$ cat src/rtl/ps2_scancode_rx.sv
// PS/2 device-to-host byte receiver: synchronises clock/data, frames start/8 data/odd parity/stop.
// Optional make/break filtering of 0xF0 prefixes is enabled with `define PS2_BREAK_FILTER_EN.
module ps2_scancode_rx #(
    parameter int TIMEOUT_CYCLES = 100000,
    parameter int SYNC_STAGES    = 2
) (
    input  logic       clk_in,
    input  logic       reset,
    input  logic       ps2_clock,
    input  logic       ps2_data,
    output logic [7:0] scancode,
    output logic       valid,
    output logic       parity_err,
    output logic       frame_err,
    output logic [1:0] fsm_state
);

    localparam int TO_W = $clog2(TIMEOUT_CYCLES + 1);

    typedef enum logic [1:0] {
        IDLE   = 2'd0,
        DATA   = 2'd1,
        PARITY = 2'd2,
        STOP   = 2'd3
    } state_t;

    // Handshake: valid, parity_err and frame_err are single-cycle, mutually exclusive
    // pulses with no back-pressure; scancode is stable whenever valid is high and after.

    logic [SYNC_STAGES-1:0] clk_sync;
    logic [SYNC_STAGES-1:0] data_sync;
    logic                   clk_prev;
    logic                   clk_s;
    logic                   data_s;
    logic                   fall;

    state_t          state, state_n;
    logic [2:0]      bit_cnt, bit_cnt_n;
    logic [7:0]      shift, shift_n;
    logic            parity_ok, parity_ok_n;
    logic [TO_W-1:0] to_cnt, to_cnt_n;
    logic [7:0]      scancode_n;
    logic            valid_n, parity_err_n, frame_err_n;

    // Synchronisers idle high so reset release never looks like a falling edge.
    always_ff @(posedge clk_in or posedge reset) begin
        if (reset) begin
            clk_sync  <= '1;
            data_sync <= '1;
            clk_prev  <= 1'b1;
        end else begin
            clk_sync  <= {clk_sync[SYNC_STAGES-2:0], ps2_clock};
            data_sync <= {data_sync[SYNC_STAGES-2:0], ps2_data};
            clk_prev  <= clk_s;
        end
    end

    assign clk_s     = clk_sync[SYNC_STAGES-1];
    assign data_s    = data_sync[SYNC_STAGES-1];
    assign fall      = clk_prev & ~clk_s;
    assign fsm_state = state;

`ifdef PS2_BREAK_FILTER_EN
    logic break_pending, break_pending_n;

    always_ff @(posedge clk_in or posedge reset) begin
        if (reset) begin
            break_pending <= 1'b0;
        end else begin
            break_pending <= break_pending_n;
        end
    end
`endif

    always_ff @(posedge clk_in or posedge reset) begin
        if (reset) begin
            state      <= IDLE;
            bit_cnt    <= '0;
            shift      <= '0;
            parity_ok  <= 1'b0;
            to_cnt     <= '0;
            scancode   <= '0;
            valid      <= 1'b0;
            parity_err <= 1'b0;
            frame_err  <= 1'b0;
        end else begin
            state      <= state_n;
            bit_cnt    <= bit_cnt_n;
            shift      <= shift_n;
            parity_ok  <= parity_ok_n;
            to_cnt     <= to_cnt_n;
            scancode   <= scancode_n;
            valid      <= valid_n;
            parity_err <= parity_err_n;
            frame_err  <= frame_err_n;
        end
    end

    always_comb begin
        state_n      = state;
        bit_cnt_n    = bit_cnt;
        shift_n      = shift;
        parity_ok_n  = parity_ok;
        to_cnt_n     = to_cnt;
        scancode_n   = scancode;
        valid_n      = 1'b0;
        parity_err_n = 1'b0;
        frame_err_n  = 1'b0;
`ifdef PS2_BREAK_FILTER_EN
        break_pending_n = break_pending;
`endif

        // Counter saturates at the limit, so it can never wrap past it.
        if (state == IDLE || fall) begin
            to_cnt_n = '0;
        end else if (to_cnt != TO_W'(TIMEOUT_CYCLES)) begin
            to_cnt_n = to_cnt + 1'b1;
        end

        if (fall) begin
            unique case (state)
                IDLE: begin
                    if (!data_s) begin
                        state_n   = DATA;
                        bit_cnt_n = '0;
                        shift_n   = '0;
                    end
                end
                DATA: begin
                    shift_n   = {data_s, shift[7:1]};
                    bit_cnt_n = bit_cnt + 1'b1;
                    if (bit_cnt == 3'd7) begin
                        state_n = PARITY;
                    end
                end
                PARITY: begin
                    parity_ok_n = ^{shift, data_s};
                    state_n     = STOP;
                end
                STOP: begin
                    state_n = IDLE;
                    if (!data_s) begin
                        frame_err_n = 1'b1;
                    end else if (!parity_ok) begin
                        parity_err_n = 1'b1;
                    end else begin
`ifdef PS2_BREAK_FILTER_EN
                        if (break_pending) begin
                            break_pending_n = 1'b0;
                        end else if (shift == 8'hF0) begin
                            break_pending_n = 1'b1;
                        end else begin
                            scancode_n = shift;
                            valid_n    = 1'b1;
                        end
`else
                        scancode_n = shift;
                        valid_n    = 1'b1;
`endif
                    end
                end
                default: state_n = IDLE;
            endcase
        end else if (state != IDLE && to_cnt == TO_W'(TIMEOUT_CYCLES)) begin
            state_n     = IDLE;
            bit_cnt_n   = '0;
            shift_n     = '0;
            to_cnt_n    = '0;
            frame_err_n = 1'b1;
        end
    end

endmodule

$ cat config.mk
export PLATFORM = sky130hd
export DESIGN_NAME = ps2_scancode_rx
export DESIGN_NICKNAME = d
export VERILOG_FILES = /design/src/rtl/ps2_scancode_rx.sv
export SDC_FILE = /design/constraint.sdc
export NUM_CORES = 1
export LEC_CHECK = 0
export ABC_CLOCK_PERIOD_IN_PS = 2130
export CAP_MARGIN = 0
export CORE_ASPECT_RATIO = 1.75
export CORE_MARGIN = 4
export CORE_UTILIZATION = 45
export CTS_CLUSTER_SIZE = 16
export DETAILED_ROUTE_END_ITERATION = 12
export PLACE_DENSITY = 0.66
export SKIP_LAST_GASP = 1
export SLEW_MARGIN = 30
export SYNTH_ARGS = -nofsm -noshare
export SYNTH_HDL_FRONTEND = slang
export SYNTH_SLANG_ARGS = --single-unit
$ cat constraint.sdc
create_clock -name clk_in -period 2.13 [get_ports clk_in]
set_clock_uncertainty 0.15 [all_clocks]
set_input_delay 0.426 -clock clk_in [delete_from_list [all_inputs] [get_ports clk_in]]
set_output_delay 0.426 -clock clk_in [all_outputs]
set_load 0.05 [all_outputs]
==> results_dict.tcl <==
set metrics [dict create \
    status "finished, final reports clean" \
    cp.required_ps 1550 \
    diodes 0 \
    synth_area_per_cell_um2 11.8 \
    postRouteAntennaNets 0 \
    nNetsFinal 220 \
    slew_viol_final 0 \
    port_buffers 16 \
    leakage_nw 1.17 \
    routed_wl_um 4040 \
    drt_iter0_markers 51 \
    synth_area_mm2 0.00212 \
    viasPerCell 5.53 \
    fin_crit_sh_pct 95.6 \
    synth_common_cells "dfrtp_1 (42), nor2_1 (16), nand2_1 (14)" \
    netlist_instances 180 \
    rsz0062_at_grt "no" \
    max-cap-violations 0 \
    clk_pin_slew_ps 80 \
    min_period_ps 2040 \
    async_flop_share_pct 100 \
    htreeDepth 2 \
    postLayoutCellArea_mm2 0.00254 \
    startpoint_type "flop" \
    worstPathCellList "clkdlybuf4s50_1" \
    drive_gt1_share_pct 19.1 \
    synth_flop_cell "dfrtp_1" \
    cts_buffers 5 \
    synth.most_common_cell "dfrtp_1" \
    drt_pre_antenna_iters 4 \
    grt_pass1_vias 1562 \
    place_area_mm2 0.00239 \
    path_buf_inv 1 \
    post-route-drc-count 0 \
    initial_core_util_pct 47.4 \
    synth_nets 192 \
    routabilityCongestion 0.809 \
    vias 1439 \
    arrival_ps 1460 \
    slew_headroom_pct 65.6 \
    max_freq_mhz 491 \
    min_path_type "reg -> reg" \
    track_usage_pct 15.3 \
    antenna_found_initial 0 \
    crit_slowest_cell "clkdlybuf4s50_1" \
    area_growth_pct 19.6 \
    io_pins 17 \
    wl_per_cell_um 15.5 \
    ys_warn_count 0 \
    crit_family "buffers and inverters" \
    gr-total-overflow 0 \
    worstPathMaxFanout 2 \
    synth.distinct_cells 36 \
    root_buffer "clkbuf_8" \
    setup_violations 0 \
    peakVddDrop_mv 0.671 \
    cts_hold_buffers 0 \
    die_area_mm2 0.00593 \
    grt_max_degree 48 \
    cts_sinks 47 \
    clock_latency_ps 280 \
    seq_area_frac_synth_pct 55.7 \
    hold_viol_final 0 \
    max_slew.worst_pin.slew_ps 514 \
    hpwl_um 2940 \
    fp.dieH_um 98.9 \
    die_x_um 59.9 \
    synth.top_cell.area_share_pct 49.5 \
    core_mm2 0.00448 \
    powerDensity_mw_per_mm2 904 \
    clk_path_buf_depth 2 \
    ys_seq_elements 47 \
    synth_edf_count 0 \
    yosysTopAreaCell "dfrtp_1" \
    max_stage_delay_ps 810 \
    synthTopCellsByArea "dfrtp_1 (49%), dfstp_2 (6.2%), xnor2_1 (5.4%)" \
    grt_pass1_wl_um 7020 \
    cts_tree "done" \
    fin_tns_setup_ps 0 \
    critical_path_class "reg -> out" \
    placementRows 32 \
    worstSetupEndpointType "output port" \
]
## logic make-up (layout without fill, tap and decap cells)
kind of cell,after synthesis,in the layout,synth area share (%)
flip-flops,47,47,55.7
adder cells (fa/ha/maj),8,8,4.71
multiplexers,9,9,4.77
AO/OA/AOI/OAI,21,22,7.42
buffers and inverters,12,40,2.12
XOR/XNOR,20,20,8.89
AND/OR/NAND/NOR,63,63,16.4
## cell type report
| cell class | count | area (um2) |
|---|---|---|
| clock buffer | 8 | 100 |
| timing repair buffer | 24 | 228 |
| fill | 386 | 1940 |
| tap | 51 | 63.8 |
| inverter | 8 | 30.0 |
| multi-input combinational | 122 | 937 |
| sequential | 47 | 1180 |
## flip-flops by register name, summed over array words and instances, names as in the netlist
register / count
valid: 1
shift: 8
to_cnt: 17
fsm_state: 2
parity_ok: 1
clk_sync: 2
scancode: 8
bit_cnt: 3
parity_err: 1
clk_prev: 1
frame_err: 1
data_sync: 2
## worst reg2reg max path, cell delays in order (launching register included)
cell     delay (ps)
dfrtp_1         430
inv_1            70
ha_2            160
nor4b_4         170
nand4_1         230
o31a_4          430
mux2_4          270
## metrics by stage
step           total power, W  worst slack [ps]  hold slack (ps)  cells  util, %
6_report              0.00230              93.6              210    260     56.7
5_1_grt               0.00244              16.0              218    260     56.7
4_1_cts               0.00230              52.7              212    258     55.6
3_5_place_dp          0.00172              67.6              198    250     53.4
3_3_place_gp          0.00169               129              196    250     53.4
2_1_floorplan         0.00153              76.8              195    180        -
## placed cells by master (no fill, tap or decap), types with 6 or more instances in the layout
master / count
nand2_1: 14
xnor2_1: 13
a22o_1: 10
ha_1: 7
nor2_1: 16
clkbuf_8: 7
clkdlybuf4s50_1: 14
dfrtp_1: 42
mux2_2: 8
buf_4: 9
inv_1: 7
xor2_1: 6
## what timing repair did
action                                  in CTS  in global routing
resized for setup                            0                  6
endpoints found under the setup margin       0                 11
hold endpoints to repair                     0                  0
buffers inserted                             0                  1
## per-layer routing
layer | GRT usage (%) | part of all wire [%] | up-vias
met3 | 3.41 | 2.5 | 4
met2 | 27.8 | 58 | 17
met4 | 5.29 | 1.2 | 0
met1 | 16.7 | 38 | 734
li1 | - | - | 684
met5 | 0 | 0 | -
## worst paths after layout
kind	from	to	slack (ps)	cells past startpoint
max	scancode[3]$_DFFE_PP0P_	scancode[3]	90	1
min	clk_sync[0]$_DFF_PP1_	clk_sync[1]$_DFF_PP1_	210	0
max reg2reg	to_cnt[0]$_DFF_PP0_	bit_cnt[0]$_DFFE_PP0P_	100	6
min reg2reg	clk_sync[0]$_DFF_PP1_	clk_sync[1]$_DFF_PP1_	210	0
max in group asynchronous	reset	data_sync[1]$_DFF_PP1_	1220	3
min in group asynchronous	reset	valid$_DFF_PP0_	330	3
## report_power, final
part / switching [W] / total [W] / internal, W / leakage (nW)
registers: 0.000102 / 0.00110 / 0.000997 / 0.630
logic: 0.000362 / 0.000634 / 0.000272 / 0.488
clock network: 0.000269 / 0.000565 / 0.000296 / 0.0515
(Power assumes the default switching activity.)
